File: config.mk
export PLATFORM = sky130hd
export DESIGN_NAME = delay_echo_seq
export DESIGN_NICKNAME = d
export VERILOG_FILES = /design/src/rtl/delay_echo_seq.sv
export SDC_FILE = /design/constraint.sdc
export NUM_CORES = 1
export LEC_CHECK = 0
export ABC_AREA = 1
export BUFFER_PORTS_ARGS = -buffer_cell sky130_fd_sc_hd__buf_2
export CORE_ASPECT_RATIO = 2
export CORE_MARGIN = 1
export CORE_UTILIZATION = 47
export CTS_BUF_LIST = sky130_fd_sc_hd__clkbuf_2 sky130_fd_sc_hd__clkbuf_4 sky130_fd_sc_hd__clkbuf_8
export CTS_CLUSTER_DIAMETER = 60
export DETAILED_ROUTE_END_ITERATION = 7
export PLACE_DENSITY = 0.7
export SLEW_MARGIN = 20
export SYNTH_ARGS = -nofsm -noshare
export SYNTH_HDL_FRONTEND = slang
export SYNTH_SLANG_ARGS = --single-unit
File: constraint.sdc
create_clock -name i_clk -period 4.7 [get_ports i_clk]
set_input_delay 0.94 -clock i_clk [delete_from_list [all_inputs] [get_ports i_clk]]
set_output_delay 0.94 -clock i_clk [all_outputs]
set_load 0.02 [all_outputs]
File: src/rtl/delay_echo_seq.sv
// Frame sequencer for the delay-echo datapath: validates the delay header, resets and
// configures the delay line, streams the payload through it and re-frames the echoes.
module delay_echo_seq #(
    parameter int DATA_W    = 32,
    parameter int DELAY_MIN = 2,
    parameter int DELAY_MAX = 100,
    parameter int CNT_W     = 16,
    parameter int FLUSH_TO  = 116
) (
    input  logic              i_clk,
    input  logic              i_rst,
    input  logic              s_valid,
    output logic              s_ready,
    input  logic [DATA_W-1:0] s_data,
    input  logic              s_last,
    output logic              o_dl_rst,
    output logic              o_dl_valid,
    output logic [DATA_W-1:0] o_dl_data,
    input  logic              i_dl_valid,
    input  logic [DATA_W-1:0] i_dl_data,
    output logic              m_valid,
    output logic [DATA_W-1:0] m_data,
    output logic              m_last,
    output logic              o_busy,
    output logic              o_err,
    output logic [1:0]        o_err_code
);

    localparam int FTO_W = $clog2(FLUSH_TO + 1);
    localparam logic [DATA_W-1:0] D_MIN    = DATA_W'(DELAY_MIN);
    localparam logic [DATA_W-1:0] D_MAX    = DATA_W'(DELAY_MAX);
    localparam logic [DATA_W-1:0] DATA_Z   = {DATA_W{1'b0}};
    localparam logic [CNT_W-1:0]  CNT_MAX  = {CNT_W{1'b1}};
    localparam logic [CNT_W-1:0]  CNT_ZERO = {CNT_W{1'b0}};
    localparam logic [CNT_W-1:0]  CNT_ONE  = CNT_W'(1);
    localparam logic [FTO_W-1:0]  FTO_ZERO = {FTO_W{1'b0}};
    localparam logic [FTO_W-1:0]  FTO_ONE  = FTO_W'(1);
    localparam logic [FTO_W-1:0]  FTO_LAST = FTO_W'(FLUSH_TO - 1);

    typedef enum logic [2:0] {
        ST_IDLE   = 3'd0,
        ST_CLEAR  = 3'd1,
        ST_CONFIG = 3'd2,
        ST_STREAM = 3'd3,
        ST_FLUSH  = 3'd4,
        ST_DROP   = 3'd5
    } state_t;

    state_t            state_r, state_s;
    logic [DATA_W-1:0] delay_r, delay_s;
    logic [CNT_W-1:0]  tx_cnt_r, tx_cnt_s;
    logic [CNT_W-1:0]  rx_cnt_r, rx_cnt_s;
    logic [FTO_W-1:0]  flush_cnt_r, flush_cnt_s;
    logic              ovf_r, ovf_s;
    logic              err_s;
    logic [1:0]        err_code_r, err_code_s;

    logic              s_ready_r, s_ready_s;
    logic              dl_rst_r, dl_rst_s;
    logic              dl_valid_r, dl_valid_s;
    logic [DATA_W-1:0] dl_data_r, dl_data_s;
    logic              m_valid_r, m_valid_s;
    logic [DATA_W-1:0] m_data_r, m_data_s;
    logic              m_last_r, m_last_s;
    logic              busy_r, busy_s;
    logic              err_r;

    logic accept_s;
    logic hdr_ok_s;
    logic echo_s;

    assign accept_s = s_valid & s_ready_r;
    assign hdr_ok_s = (s_data >= D_MIN) && (s_data <= D_MAX);
    assign echo_s   = ((state_r == ST_STREAM) || (state_r == ST_FLUSH)) && i_dl_valid
                      && (rx_cnt_r < tx_cnt_r);

    // Next-state, counter and error-code logic
    always_comb begin
        state_s     = state_r;
        delay_s     = delay_r;
        tx_cnt_s    = tx_cnt_r;
        flush_cnt_s = FTO_ZERO;
        ovf_s       = ovf_r;
        err_s       = 1'b0;
        err_code_s  = err_code_r;
        if (echo_s) begin
            rx_cnt_s = rx_cnt_r + CNT_ONE;
        end else begin
            rx_cnt_s = rx_cnt_r;
        end
        case (state_r)
            ST_IDLE: begin
                if (accept_s) begin
                    if (!hdr_ok_s) begin
                        err_s      = 1'b1;
                        err_code_s = 2'd1;
                        state_s    = s_last ? ST_IDLE : ST_DROP;
                    end else if (!s_last) begin
                        delay_s = s_data;
                        state_s = ST_CLEAR;
                    end else begin
                        state_s = ST_IDLE;
                    end
                end else begin
                    state_s = ST_IDLE;
                end
            end
            ST_CLEAR: begin
                tx_cnt_s = CNT_ZERO;
                rx_cnt_s = CNT_ZERO;
                ovf_s    = 1'b0;
                state_s  = ST_CONFIG;
            end
            ST_CONFIG: begin
                state_s = ST_STREAM;
            end
            ST_STREAM: begin
                if (accept_s) begin
                    tx_cnt_s = tx_cnt_r + CNT_ONE;
                    if (s_last) begin
                        state_s = ST_FLUSH;
                    end else if (tx_cnt_s == CNT_MAX) begin
                        // Frame longer than the counter: drain what we have, drop the rest later
                        err_s      = 1'b1;
                        err_code_s = 2'd2;
                        ovf_s      = 1'b1;
                        state_s    = ST_FLUSH;
                    end else begin
                        state_s = ST_STREAM;
                    end
                end else begin
                    state_s = ST_STREAM;
                end
            end
            ST_FLUSH: begin
                if (rx_cnt_r == tx_cnt_r) begin
                    state_s = ovf_r ? ST_DROP : ST_IDLE;
                end else if (flush_cnt_r == FTO_LAST) begin
                    err_s      = 1'b1;
                    err_code_s = 2'd3;
                    state_s    = ST_IDLE;
                end else begin
                    flush_cnt_s = flush_cnt_r + FTO_ONE;
                    state_s     = ST_FLUSH;
                end
            end
            ST_DROP: begin
                if (accept_s && s_last) begin
                    state_s = ST_IDLE;
                end else begin
                    state_s = ST_DROP;
                end
            end
            default: begin
                state_s = ST_IDLE;
            end
        endcase
    end

    // Next values of the registered outputs, derived from the upcoming state
    always_comb begin
        case (state_s)
            ST_IDLE:   s_ready_s = 1'b1;
            ST_DROP:   s_ready_s = 1'b1;
            ST_STREAM: s_ready_s = (tx_cnt_s != CNT_MAX);
            default:   s_ready_s = 1'b0;
        endcase
        dl_rst_s = (state_s == ST_CLEAR);
        busy_s   = (state_s != ST_IDLE);
        if (state_s == ST_CONFIG) begin
            dl_valid_s = 1'b1;
            dl_data_s  = delay_r;
        end else if ((state_r == ST_STREAM) && accept_s) begin
            dl_valid_s = 1'b1;
            dl_data_s  = s_data;
        end else begin
            dl_valid_s = 1'b0;
            dl_data_s  = DATA_Z;
        end
        if (echo_s) begin
            m_valid_s = 1'b1;
            m_data_s  = i_dl_data;
            m_last_s  = (state_r == ST_FLUSH) && ((rx_cnt_r + CNT_ONE) == tx_cnt_r);
        end else begin
            m_valid_s = 1'b0;
            m_data_s  = DATA_Z;
            m_last_s  = 1'b0;
        end
    end

    // State, counters and output registers with synchronous reset
    always_ff @(posedge i_clk) begin
        if (i_rst) begin
            state_r     <= ST_IDLE;
            delay_r     <= DATA_Z;
            tx_cnt_r    <= CNT_ZERO;
            rx_cnt_r    <= CNT_ZERO;
            flush_cnt_r <= FTO_ZERO;
            ovf_r       <= 1'b0;
            err_code_r  <= 2'd0;
            err_r       <= 1'b0;
            s_ready_r   <= 1'b0;
            dl_rst_r    <= 1'b1;
            dl_valid_r  <= 1'b0;
            dl_data_r   <= DATA_Z;
            m_valid_r   <= 1'b0;
            m_data_r    <= DATA_Z;
            m_last_r    <= 1'b0;
            busy_r      <= 1'b0;
        end else begin
            state_r     <= state_s;
            delay_r     <= delay_s;
            tx_cnt_r    <= tx_cnt_s;
            rx_cnt_r    <= rx_cnt_s;
            flush_cnt_r <= flush_cnt_s;
            ovf_r       <= ovf_s;
            err_code_r  <= err_code_s;
            err_r       <= err_s;
            s_ready_r   <= s_ready_s;
            dl_rst_r    <= dl_rst_s;
            dl_valid_r  <= dl_valid_s;
            dl_data_r   <= dl_data_s;
            m_valid_r   <= m_valid_s;
            m_data_r    <= m_data_s;
            m_last_r    <= m_last_s;
            busy_r      <= busy_s;
        end
    end

    assign s_ready    = s_ready_r;
    assign o_dl_rst   = dl_rst_r;
    assign o_dl_valid = dl_valid_r;
    assign o_dl_data  = dl_data_r;
    assign m_valid    = m_valid_r;
    assign m_data     = m_data_r;
    assign m_last     = m_last_r;
    assign o_busy     = busy_r;
    assign o_err      = err_r;
    assign o_err_code = err_code_r;

endmodule

**Word level (Yosys, flattened, before mapping)**

Cells that the tools add are included.

- Register bits after elaboration: 148
- Input port bits: 69

- Reduce and logical (&&, ||, !) cells: 19
- Eq/ne operators: 21
- Mux-type cells: 40
- $lt $le $gt $ge: 3
- Bitwise gates (word level): 4
- Add/subtract/negate cells: 3

Operators by type and width:

| operator | count |
|---|---|
| $mux W32 | 2 |
| $add A16 B1 Y16 const B | 2 |
| $eq A16 B16 Y1 | 2 |
| $ge A32 B2 Y1 const B | 1 |
| $le A32 B7 Y1 const B | 1 |
| $pmux W16 S2 | 1 |
| $mux W3 | 10 |
| $pmux W3 S6 | 1 |
| $eq A16 B16 Y1 const B | 1 |
| $lt A16 B16 Y1 | 1 |
| $mux W16 | 1 |
| $ne A16 B16 Y1 const B | 1 |
| $mux W1 | 14 |
| $mux W2 | 7 |
| $eq A3 B2 Y1 const B | 4 |
| $ne A2 B2 Y1 const B | 5 |
| $eq A3 B3 Y1 const B | 3 |
| $reduce_and A4 Y1 | 2 |
| $reduce_and A8 Y1 | 1 |
| $add A7 B1 Y7 const B | 1 |
| $eq A7 B7 Y1 const B | 1 |
| $eq A3 B1 Y1 const B | 2 |
| $logic_and A1 B1 Y1 | 6 |
| $logic_not A3 Y1 | 2 |
| other kinds (11) | 18 |

**Logic depth before layout (Yosys ltp)**

Gate-level depths: netlist (run 1).

- Word-level depth: 9
- Depth in mapped cells: 17
- Gate-level depth less buffers: 17

**Worst setup path after synthesis (run 1)**

Ideal clock, no wire load.

- Path type: input to register
- From: in s_valid
- To: reg s_ready_r, in the netlist s_ready
- Data required time: 4591 ps
- Path buffers: 1
- Data arrival time: 2180 ps
- Slack: 2411 ps
- Stages on the path: 13
- Library setup time: 109 ps
- Path through: nand2_1 nor2_4 nand2_1 nand2_1 buf_2 o21ai_0 inv_1 nor3_1 nand3_1 nand3_1 nand3_1 nand2_1 inv_1

- Word-level cells in the longest chain between the ends: 7
- Elaborated cells on any way between the ends: 14
- Classes of those cells: eq/ne: 3; mux: 7; bitwise: 1; reduce/logical: 3

RTL lines:

| item | line | RTL |
|---|---|---|
| from (decl) | 12 | `input logic s_valid,` |
| $and A1 B1 Y1 * | 72 | `assign accept_s = s_valid & s_ready_r;` |
| $logic_and A1 B1 Y1 | 148 | `if (accept_s && s_last) begin` |
| $mux W3 | 148 |  |
| $pmux W3 S6 | 91 | `case (state_r)` |
| $eq A3 B3 Y1 or $logic_not A3 Y1 (tied branches) | 162 | `case (state_s)` |
| $reduce_or A2 Y1 (no line) | - |  |
| $pmux W1 S2 * | 162 |  |
| to (signal assigned) | 219 | `s_ready_r <= s_ready_s;` |
| to (decl) | 58 | `logic s_ready_r, s_ready_s;` |

Every way passes the cells marked *; elsewhere a longest branch is shown, timed or not.
A chain may end at the register's enable or synchronous reset.

**Final worst setup path (run 1)**

- From: in s_data[14]
- To: reg delay_r[2]

- Word-level cells in the longest chain between the ends: 3
- Elaborated cells on any way between the ends: 4
- Classes of those cells: order compare: 2; reduce/logical: 2

RTL lines:

| item | line | RTL |
|---|---|---|
| from (decl) | 14 | `input logic [DATA_W-1:0] s_data,` |
| $ge A32 B2 Y1 or $le A32 B7 Y1 (tied branches) | 73 | `assign hdr_ok_s = (s_data >= D_MIN) && (s_data <= D_MAX);` |
| $logic_and A1 B1 Y1 * | 73 |  |
| $reduce_and A4 Y1 (no line) * | - |  |
| to (signal assigned) | 212 | `delay_r <= delay_s;` |
| to (decl) | 50 | `logic [DATA_W-1:0] delay_r, delay_s;` |

Marks and branches as above.

==> results of run 1 <==
[placed cells by master, fill, tap and decap left out, types with 2 or more instances in the layout]
master,instances
nand2_1,185
dfxtp_1,148
inv_1,142
buf_2,141
nor2_1,116
a21oi_1,61
nand3_1,49
o21ai_0,41
nand4_1,21
ha_1,20
clkbuf_8,18
xor2_1,14
nor2_4,9
or2_2,8
nor3_1,8
nand2_2,8
o22ai_1,8
nor2_2,6
inv_2,4
nand2_4,4
clkinvlp_4,4
o211ai_1,3
nand3_2,3
xnor2_1,3
clkinv_2,3
buf_4,3
o21ai_2,2
o21ai_1,2
or2_0,2
nor4_1,2
a211oi_1,2
clkbuf_4,2
clkinv_4,2
bufinv_16,2
[per-stage QoR]
stage | util | hold WS [ns] | power, uW | instances | cell area, um2
6_report | 0.570 | 0.459 | 2390 | 1246 | 7880
5_1_grt | 0.570 | 0.472 | 2480 | 1246 | 7880
4_1_cts | 0.570 | 0.459 | 2410 | 1246 | 7880
3_5_place_dp | 0.542 | 0.440 | 1440 | 1214 | 7480
3_3_place_gp | 0.542 | 0.434 | 1440 | 1214 | 7480
2_1_floorplan | - | 0.418 | 1370 | 909 | 6640
[worst min path at each step]
stage / slack (ns) / end / start / cells after the start
after CTS: 0.46 / flush_cnt_r[0]$_SDFF_PP0_ / flush_cnt_r[0]$_SDFF_PP0_ / 1
final: 0.46 / flush_cnt_r[0]$_SDFF_PP0_ / flush_cnt_r[0]$_SDFF_PP0_ / 1
after detailed placement: 0.44 / flush_cnt_r[0]$_SDFF_PP0_ / flush_cnt_r[0]$_SDFF_PP0_ / 1
after global routing: 0.47 / flush_cnt_r[0]$_SDFF_PP0_ / flush_cnt_r[0]$_SDFF_PP0_ / 1
after global placement: 0.43 / flush_cnt_r[0]$_SDFF_PP0_ / flush_cnt_r[0]$_SDFF_PP0_ / 1
after floorplan: 0.42 / flush_cnt_r[0]$_SDFF_PP0_ / flush_cnt_r[0]$_SDFF_PP0_ / 1
[sequential cells by signal (all words and copies together), names as in the netlist, 2 cells and up]
name and count:
delay_r 32, m_data 32, o_dl_data 32, rx_cnt_r 16, tx_cnt_r 16, flush_cnt_r 7, state_r 3, o_err_code 2
[synthesized netlist by cell type, drive strengths merged, types with 13 or more instances]
master / number
nor2: 131
buf: 13
clkbuf: 15
inv: 146
o21ai: 45
xor2: 14
dfxtp: 148
ha: 20
nand3: 53
nand4: 21
a21oi: 62
nand2: 197
[kinds of logic (layout without fill, tap and decap cells)]
| kind of cell | count (synthesis) | in the layout |
|---|---|---|
| adders and majority gates | 20 | 20 |
| and+or+nand+nor | 425 | 425 |
| DFF | 148 | 148 |
| AOI/OAI and AO/OA | 123 | 123 |
| buffers and inverters | 175 | 323 |
| xor gates and xnor gates | 18 | 18 |
[layer usage]
metal,track usage,vias to the layer above,share of wire
met5,0,-,0
met4,0.159,0,0.053
met3,0.0456,53,0.031
met2,0.460,142,0.57
met1,0.216,2735,0.34
li1,-,3118,-
[power by group through the flow]
stage	sequential [uW]	combinational, uW	clock (uW)
final	1270	138	981
after global routing	1270	154	1050
after CTS	1270	139	1000
after detailed placement	1300	139	0
after global placement	1300	139	0
after floorplan	1310	67.4	0
[cell type report]
| class | count | area share |
|---|---|---|
| Clock buffer | 20 | 0.0334 |
| Clock inverter | 12 | 0.0167 |
| Inverter | 147 | 0.0701 |
| Multi-Input combinational cell | 586 | 0.381 |
| Sequential cell | 148 | 0.376 |
| Tap cell | 189 | 0.0300 |
| Timing Repair Buffer | 144 | 0.0925 |
==> results.md, run 1 <==
* Post-synth top area cell: dfxtp_1
* Top cells by area, synth: dfxtp_1 (45%), nand2_1 (10%), inv_1 (8.0%)
* All-Layer GR Usage at 0.238
* Cts hold-fix bufs at 0
* Initial core utilization at 0.481
* Post-Synth XOR/XNOR Area at 0.0258
* CP max-delay cell: nor2_1
* Outcome: finished, final reports clean
* Critical path depth at 10
* CP Class: primary input to register
* Routed WL at 16,700 um
* Core footprint at 13,800 um2
* Critical R2R Capture: rx_cnt_r[15]$_SDFFE_PP0P_
* Post-Synthesis Cell Area at 6640 um2
* Final WS setup at 1.88 ns
* P_sw at 581 uW
* WL/cell at 13.4 um
* Critical Path AT at 3.16 ns
* Die X at 86.0 um
* I/O pin count at 142
* CP endpoint kind: register
* GPL Wtd Cong at 0.888
* Adder-cell share of the synthesized area at 0.0377
* Crit Reg-Reg Startpoint: tx_cnt_r[14]$_SDFF_PP0_
* WP buf/inv at 2
* CTS Buf Count at 17
* Multi-input gate area at 3000 um2
* Post-synth EDFFs at 0
* Area Overhead vs Synth at 18.6%
* Synth unique cells at 40
* DR iter-0 viols at 193
* Max Transition Viols Final at 0
* Synth Area in Simple Gates at 0.290
* CP Max Fanout at 28
* Post-route DRC at 0
* Peak supply drop at 0.239 mV
* Worst reg2reg setup slack at 2.01 ns
* Type of the worst min-delay path: register to register
* Post-synthesis register bit count at 148
* Worst Reg-to-Reg Cells at 11
* Detailed-route via count at 6,048
* CTS tree: yes
* Number of global-route vias before repair at 5,855
* Syn_nets at 998
* Slowest Stage Delay on Critical Path at 0.57 ns
* Setup repair bufs after CTS at 0
* Final Critical Period at 2.82 ns
* Post-Synthesis Cells at 909
* Router iterations before antenna repair at 4
* Rel. slew slack at 0.311
* Post-DP HPWL at 12,900 um
* Register area at 2960 um2
* Synthesis Warnings at 0
* Final setup violation count at 0
* Compound-Gate Fraction of Synth Area at 0.0989
* Final #Nets at 1,133
* Share of the synthesized area in the top cell type at 0.446
* Synth Area per Inst at 7.30 um2
* DIE AREA at 14,600 um2
* H-Tree Level Count at 4
* Async S/R FF share, synth at 0
* CP startpoint: s_data[14]
* Worst setup path end: delay_r[2]$_SDFFE_PP0P_
* Sequential group share of total power at 0.531
* Crit path top cell by count: nor2_1
* # diodes at 0
* Main combinational cell family by area after synthesis: simple AND/OR/NAND/NOR gates
* PD cells at 303 nW/um2
* Number of gates resized after cts at 0
* Antenna Nets Post-Route at 0
* # fillers at 1,396
* Tcrit/Tclk final at 0.599
* LEAKAGE at 0.00375 uW
* Initial antenna violation count at 0
* Fmax at 355 MHz
* Num rows at 61
* Unrepaired setup endpoints after global routing: no
* CP startpoint kind: primary input
* Largest net degree at the start of global routing at 56
* Most used DFF post-synth: dfxtp_1
* Root Buffer: clkbuf_8
* Layout cells sized above 1 at 0.210
* Sequential fraction of the synthesis area at 0.446
* Switching Fraction at 0.243
* Clk Latency, worst-skew pair at 0.45 ns
* Max_cap viols at 0
* Clock Path Buffers at 2
* Clock power share at 0.411
* CP Cell Sequence: buf_2 > or2_2 > nor2_1 > nand3_1 > nor2_1 > o211ai_1 > nor2_1 > inv_2 > nor2_1 > nor2_1
* Port buffer count at 141
* GR Overflow Total at 0
* Setup_tns at 0 ns
* Post-DR vias/cell at 4.85
* Worst clock skew at 0.0115 ns
* Clock Sinks at 148
* Place WS at 1.42 ns
* CP Data Required Time at 5.04 ns
* Die Ht at 170 um
* Top delay family on crit path: simple AND/OR/NAND/NOR gates
* Mux share of post-synthesis cell area at 0
* Slew of the pin with the lowest slew margin at 1.03 ns
* Gate power share at 0.058
* CTS clk-pin slew, worst paths at 0.08 ns
* Internal Power at 1810 uW
* Hold Violations, Final at 0
* First-pass GRT wire length at 27,000 um
Power figures use the tool's default switching activity.
==> run 2, diff against run 1 <==
==> constraint.sdc (replaced) <==
create_clock -name i_clk -period 2.7 [get_ports i_clk]
set_input_delay 0.54 -clock i_clk [delete_from_list [all_inputs] [get_ports i_clk]]
set_output_delay 0.54 -clock i_clk [all_outputs]
set_load 0.02 [all_outputs]
==> run 2 against run 1 <==
Flip-flop and latch count did not move. Largest power group unchanged. Global-route usage decreased by 0.42 points. Largest cell class unchanged. Non-clock buffer count is 9 higher. Highest routed layer unchanged. Clock skew shrank 0.0019 ns. Die area is the same. Power grew 80%. Core utilization rose by 0.82 points. First-iteration DRC count is 47% higher. Register-to-register slack got worse by 1.8 ns. Count of clock-buffer cells in the layout unchanged.
==> results.md, run 2 (same netlist as run 1, synthesis figures left out) <==
* Outcome: finished, final reports clean
* CTS tree: yes
* Clk Latency, worst-skew pair at 0.46 ns (about the same)
* Max Transition Viols Final at 0 (unchanged)
* Tcrit/Tclk final at 0.928
* Most frequent cells in the layout: nand2_1 (185), dfxtp_1 (147), inv_1 (142)
* CTS Buf Count at 17 (unchanged)
* CP Max Fanout at 3 (-89%)
* Final Critical Period at 2.51 ns
* GR Overflow Total at 0 (unchanged)
* CTS clk-pin slew, worst paths at 0.08 ns (about the same)
* Setup repair bufs after CTS at 0 (unchanged)
* Initial antenna violation count at 0 (unchanged)
* Final Instance Count excl. Fillers at 1,254 (+0.64%)
* Initial core utilization at 0.481 (unchanged)
* CP endpoint kind: register
* Final Util at 0.578 (+0.00815)
* Switching Fraction at 0.238 (-0.00586)
* Die X at 86.0 um (unchanged)
* Slew of the pin with the lowest slew margin at 0.596 ns (-0.436 ns)
* # fillers at 1,335 (-4.4%)
* Worst clock skew at 0.00956 ns (-0.00189 ns)
* Setup_tns at 0 ns (unchanged)
* Place WS at 0.253 ns (-1.17 ns)
* WL/cell at 13.1 um (-1.9%)
* Most common cell after layout, fill and taps aside: nand2_1
* I/O pin count at 142 (unchanged)
* Clock Path Buffers at 2 (unchanged)
* Critical Path AT at 2.86 ns (-0.30 ns)
* First-pass GRT wire length at 26,200 um (-2.9%)
* Hold Violations, Final at 0 (unchanged)
* DIE AREA at 14,600 um2 (unchanged)
* Routed WL at 16,500 um (-1.3%)
* Placed insts at 1,223 (+0.74%)
* Clock power share at 0.429 (+0.018)
* CP Data Required Time at 3.06 ns (-1.98 ns)
* Post-route DRC at 0 (unchanged)
* P_sw at 1020 uW (+75%)
* LEAKAGE at 0.00382 uW (+1.9%)
* CP startpoint kind: register
* CP max-delay cell: dfxtp_1
* Antenna Nets Post-Route at 0 (unchanged)
* DR iter-0 viols at 283 (+47%)
* GPL Wtd Cong at 0.842 (-5.2%)
* Die Ht at 170 um (unchanged)
* Num rows at 61 (unchanged)
* Port buffer count at 141 (unchanged)
* Final WS setup at 0.194 ns (-1.69 ns)
* PD cells at 537 nW/um2 (+77%)
* Final setup violation count at 0 (unchanged)
* Final #Nets at 1,142 (+0.79%)
* Largest net degree at the start of global routing at 55 (-1.8%)
* Max_cap viols at 0 (unchanged)
* Post-DR vias/cell at 4.89 (+0.71%)
* Core footprint at 13,800 um2 (unchanged)
* Clock Sinks at 148 (unchanged)
* Rel. slew slack at 0.603 (+0.291)
* Root Buffer: clkbuf_8
* Gate power share at 0.056 (-0.002)
* Area Overhead vs Synth at 20.3%
* Type of the worst min-delay path: primary input to register
* Number of global-route vias before repair at 5,763 (-1.6%)
* CP Cell Sequence: inv_1 > ha_1 > nand2_1 > nor2_1 > nand3_1 > inv_1 > nand3_1 > or2_0 > a21boi_0 > nand2_1 > a21oi_2 > inv_1 > nand2_1 > nand3_1 > nand2_1 > inv_1
* Unrepaired setup endpoints after global routing: no
* Peak supply drop at 0.395 mV (+66%)
* H-Tree Level Count at 4 (unchanged)
* Internal Power at 3270 uW (+81%)
* Sequential group share of total power at 0.515 (-0.016)
* Detailed-route via count at 6,130 (+1.4%)
* Fmax at 399 MHz
* CP Class: register to register
* All-Layer GR Usage at 0.234 (-0.00421)
* # diodes at 0 (unchanged)
* Router iterations before antenna repair at 5 (+1)
* Slowest Stage Delay on Critical Path at 0.38 ns (-0.19 ns)
* Layout cells sized above 1 at 0.217 (+0.00687)
* Post-DP HPWL at 12,800 um (-0.74%)
* Hold WS at 0.282 ns (-0.177 ns)
run 2: cell types whose count changed in the layout (fill, tap and decap cells not counted), moves of 2 or more:
cell        previous run  this run
clkbuf_4               2         0
clkinvlp_4             4         2
clkbuf_8              18        20
buf_4                  3        11
run 2: worst paths after layout:
kind,startpoint,end,cells past startpoint,slack [ns]
max,tx_cnt_r[15]$_SDFF_PP0_,s_ready$_SDFF_PP0_,16,0.19
min,i_dl_data[3],m_data[3]$_SDFF_PP0_,3,0.28
max reg2reg,tx_cnt_r[15]$_SDFF_PP0_,s_ready$_SDFF_PP0_,16,0.19
min reg2reg,flush_cnt_r[0]$_SDFF_PP0_,flush_cnt_r[0]$_SDFF_PP0_,1,0.45
run 2: worst max-delay path: cells and delay by family (launching register included):
| kind | cells | cell delay [ns] |
|---|---|---|
| buffers and inverters | 4 | 0.32 |
| DFF | 1 | 0.38 |
| and+or+nand+nor | 9 | 1.07 |
| adders and majority gates | 1 | 0.31 |
| AOI/OAI and AO/OA | 2 | 0.36 |
run 2: stage by stage:
step	cell area, um2	total power, uW
2_1_floorplan	6640	2390
3_3_place_gp	7560	2500
3_5_place_dp	7560	2500
4_1_cts	7990	4330
5_1_grt	7990	4440
6_report	7990	4290
run 2: timing repair:
item / 4_1_cts / 5_1_grt
resized for setup: 0 / 1
endpoints found under the hold margin: 0 / 0
hold buffers: 0 / 0
setup endpoints to repair: 0 / 1
run 2: per-layer routing:
metal  share of wire  wire, um  GRT usage
met5               0         0          0
met4           0.053       867      0.163
met3           0.030       495     0.0485
met2            0.57      9450      0.452
met1            0.34      5660      0.207
run 2: final cells by class:
cell class / instances / area, um2 / share of cell area
clock inverters: 11 / 150 / 0.0188
repair buffers: 153 / 808 / 0.101
well taps: 189 / 236 / 0.0296
flip-flops and latches: 148 / 2960 / 0.371
multi-input cells: 586 / 3000 / 0.376
clock buffers: 20 / 275 / 0.0345
inverters: 147 / 552 / 0.0691
run 2: power by group through the flow:
stage / logic (uW) / registers (uW) / clock network [uW]
2_1_floorplan: 117 / 2270 / 0
3_3_place_gp: 240 / 2260 / 0
3_5_place_dp: 242 / 2260 / 0
4_1_cts: 242 / 2210 / 1880
5_1_grt: 265 / 2210 / 1960
6_report: 240 / 2210 / 1840
==> run 3, diff against run 2 <==
--- a/config.mk
+++ b/config.mk
@@ -5,15 +5,15 @@
 export SDC_FILE = /design/constraint.sdc
 export NUM_CORES = 1
 export LEC_CHECK = 0
-export ABC_AREA = 1
-export BUFFER_PORTS_ARGS = -buffer_cell sky130_fd_sc_hd__buf_2
+export BUFFER_PORTS_ARGS = -buffer_cell sky130_fd_sc_hd__buf_4
 export CORE_ASPECT_RATIO = 2
 export CORE_MARGIN = 1
 export CORE_UTILIZATION = 47
 export CTS_BUF_LIST = sky130_fd_sc_hd__clkbuf_2 sky130_fd_sc_hd__clkbuf_4 sky130_fd_sc_hd__clkbuf_8
 export CTS_CLUSTER_DIAMETER = 60
 export DETAILED_ROUTE_END_ITERATION = 7
-export PLACE_DENSITY = 0.7
+export PLACE_DENSITY = 0.71
+export SKIP_CTS_REPAIR_TIMING = 1
 export SLEW_MARGIN = 20
 export SYNTH_ARGS = -nofsm -noshare
 export SYNTH_HDL_FRONTEND = slang
==> run 3 against run 2 <==
Clock power about the same. Final cell count decreased by 14%. First-iteration DRC count increased by 1.1%. Critical path depth decreased by 6. Clock skew increased by 0.0076 ns. Synthesized cell count decreased by 19%. Die area decreased by 1.2%. Highest routed layer unchanged.
==> results.md, run 3 <==
* Hold path start: i_dl_data[23]
* Layout cells sized above 1 at 0.287 (+0.0700)
* Post-route DRC at 0 (unchanged)
* CTS Buf Count at 17 (unchanged)
* Die Ht at 169 um (-0.62%)
* Clk Latency, worst-skew pair at 0.46 ns (about the same)
* Peak supply drop at 0.484 mV (+22%)
* CP max-delay cell: or4_1
* Post-DR vias/cell at 5.70 (+17%)
* PD cells at 559 nW/um2 (+4.2%)
* M2 GR Usage at 0.499 (+0.0474)
* Most used DFF post-synth: dfxtp_1
* Largest net degree at the start of global routing at 36 (-35%)
* First-pass GRT wire length at 29,700 um (+13%)
* Max_cap viols at 0 (unchanged)
* Worst reg2reg setup slack at 0.11 ns (-0.08 ns)
* Met3 GRT Util at 0.0492 (+0.000748)
* Hold Violations, Final at 0 (unchanged)
* LEAKAGE at 0.00378 uW (-1.1%)
* Router iterations before antenna repair at 4 (-1)
* Clock Path Buffers at 2 (unchanged)
* DR iter-0 viols at 286 (+1.1%)
* Slew of the pin with the lowest slew margin at 0.484 ns (-0.112 ns)
* Worst Reg-to-Reg Cells at 10 (-6)
* # fillers at 1,154 (-14%)
* Sequential fraction of the synthesis area at 0.452 (+0.00562)
* Async S/R FF share, synth at 0 (unchanged)
* Critical path depth at 10 (-6)
* Hold Path Sink: m_data[23]$_SDFF_PP0_
* Root Buffer: clkbuf_8
* Type of the worst min-delay path: primary input to register
* Final #Nets at 1,003 (-12%)
* Placed insts at 1,045 (-15%)
* Top-count cell post-synth: dfxtp_1
* Post-synthesis register bit count at 148 (unchanged)
* Synthesis Warnings at 0 (unchanged)
* Most common cell after layout, fill and taps aside: buf_4
* Synth Area per Inst at 8.90 um2 (+22%)
* CP endpoint kind: register
* I/O pin count at 142 (unchanged)
* Share of the synthesized area in the top cell type at 0.452 (+0.00562)
* CP startpoint kind: register
* Most frequent cells in the layout: buf_4 (197), dfxtp_1 (146), nand2_1 (72)
* CP Cell Sequence: ha_4 > nor2b_1 > o21a_1 > o21ai_1 > a21oi_1 > o31ai_1 > a31oi_2 > buf_12 > or4_1 > a21oi_1
* Final Critical Period at 2.59 ns (+0.0845 ns)
* Core footprint at 13,500 um2 (-2.2%)
* Post-synth top area cell: dfxtp_1
* Adder-cell share of the synthesized area at 0.0382 (+0.000475)
* CP Data Required Time at 3.08 ns (+0.02 ns)
* Post-DP HPWL at 14,200 um (+11%)
* CTS tree: yes
* Rel. slew slack at 0.677 (+0.0746)
* Synth top cells by count: dfxtp_1 (148), nand2_1 (72), nor2_1 (59)
* GR Overflow Total at 0 (unchanged)
* DIE AREA at 14,500 um2 (-1.2%)
* Fmax at 386 MHz (-3.3%)
* Tcrit/Tclk final at 0.960 (+0.0313)
* Top delay family on crit path: compound AO/OA/AOI/OAI gates
* Area Overhead vs Synth at 31.0%
* Die X at 85.5 um (-0.61%)
* H-Tree Level Count at 4 (unchanged)
* Crit path top cell by count: a21oi_1
* Slowest Stage Delay on Critical Path at 0.51 ns (+0.13 ns)
* Routed WL at 19,400 um (+18%)
* Num rows at 60 (-1.6%)
* Post-synth EDFFs at 0 (unchanged)
* Synth unique cells at 64 (+60%)
* Syn_nets at 826 (-17%)
* Critical R2R Capture: rx_cnt_r[6]$_SDFFE_PP0P_
* Initial antenna violation count at 0 (unchanged)
* Crit Reg-Reg Startpoint: rx_cnt_r[1]$_SDFFE_PP0P_
* Post-Synthesis Cell Area at 6560 um2 (-1.2%)
* Outcome: finished, final reports clean
* Critical Path AT at 2.97 ns (+0.11 ns)
* Setup_tns at 0 ns (unchanged)
* Max Transition Viols Final at 0 (unchanged)
* Busiest grt layer: met2
* Post-Synth XOR/XNOR Area at 0.0494 (+0.0236)
* Clock Sinks at 148 (unchanged)
* Worst hold path depth at 2 (-1)
* Post-Synthesis Cells at 737 (-19%)
* Number of global-route vias before repair at 6,102 (+5.9%)
* Initial core utilization at 0.485 (+0.00461)
* Compound-Gate Fraction of Synth Area at 0.134 (+0.0354)
* WP buf/inv at 1 (-3)
* WL/cell at 17.9 um (+36%)
* Main combinational cell family by area after synthesis: simple AND/OR/NAND/NOR gates
* GRT met1 Usage at 0.249 (+0.0416)
* Final setup violation count at 0 (unchanged)
* Worst clock skew at 0.0171 ns (+0.00758 ns)
* Mux share of post-synthesis cell area at 0.0137 (+0.0137)
* # diodes at 0 (unchanged)
* Final Instance Count excl. Fillers at 1,082 (-14%)
* GPL Wtd Cong at 0.907 (+7.7%)
* Antenna Nets Post-Route at 0 (unchanged)
* CP Max Fanout at 8 (+5)
* All-Layer GR Usage at 0.266 (+0.0321)
* CTS clk-pin slew, worst paths at 0.10 ns (+0.02 ns)
* CP Class: register to register
* Top cells by area, synth: dfxtp_1 (45%), nand2_1 (4.1%), and2_1 (3.9%)
* Power Total at 4800 uW (+12%)
* Detailed-route via count at 6,162 (+0.52%)
* Port buffer count at 141 (unchanged)
* Synth Area in Simple Gates at 0.259 (-0.0307)
## run 3: cell type report
type | instances | area [um2] | area share
repair buffers | 202 | 1590 | 0.185
clock buffers | 17 | 234 | 0.0273
multi-input cells | 516 | 3290 | 0.384
clock inverters | 15 | 184 | 0.0214
well taps | 155 | 194 | 0.0226
flip-flops and latches | 148 | 2970 | 0.346
inverters | 29 | 123 | 0.0143
## run 3: logic make-up (layout without fill, tap and decap cells)
family                     Yosys count  after routing
AOI/OAI and AO/OA                  138            138
buffers and inverters               73            263
xor gates and xnor gates            37             37
adders and majority gates           20             20
and+or+nand+nor                    312            312
muxes                                9              9
DFF                                148            148
## run 3: power breakdown
group | switching (uW) | internal (uW)
registers | 40.9 | 2240
logic | 416 | 285
clock network | 954 | 865
total | 1410 | 3390
## run 3: layer usage
| layer | wire, um | share of wire |
|---|---|---|
| met1 | 6600 | 0.34 |
| met2 | 10500 | 0.54 |
| met3 | 943 | 0.049 |
| met4 | 1270 | 0.066 |
| met5 | 0 | 0 |
## run 3: worst max path at each step
| stage | startpoint | endpoint | slack (ns) |
|---|---|---|---|
| floorplan | tx_cnt_r[1]$_SDFF_PP0_ | rx_cnt_r[6]$_SDFFE_PP0P_ | 0.24 |
| global placement | rx_cnt_r[9]$_SDFFE_PP0P_ | rx_cnt_r[6]$_SDFFE_PP0P_ | -0.005 |
| detailed placement | tx_cnt_r[8]$_SDFF_PP0_ | rx_cnt_r[6]$_SDFFE_PP0P_ | -0.08 |
| CTS | tx_cnt_r[8]$_SDFF_PP0_ | rx_cnt_r[6]$_SDFFE_PP0P_ | -0.14 |
| global route | rx_cnt_r[1]$_SDFFE_PP0P_ | rx_cnt_r[7]$_SDFFE_PP0P_ | -0.005 |
| finish | rx_cnt_r[1]$_SDFFE_PP0P_ | rx_cnt_r[6]$_SDFFE_PP0P_ | 0.11 |
## run 3: stage by stage
stage	hold slack, ns	area, um2	util	setup slack (ns)
after global routing	0.251	8590	0.635	-0.00463
after CTS	0.251	8470	0.627	-0.142
after global placement	0.426	8050	0.596	-0.00453
final	0.275	8590	0.635	0.109
after detailed placement	0.433	8050	0.596	-0.0842
after floorplan	0.413	6560	-	0.238
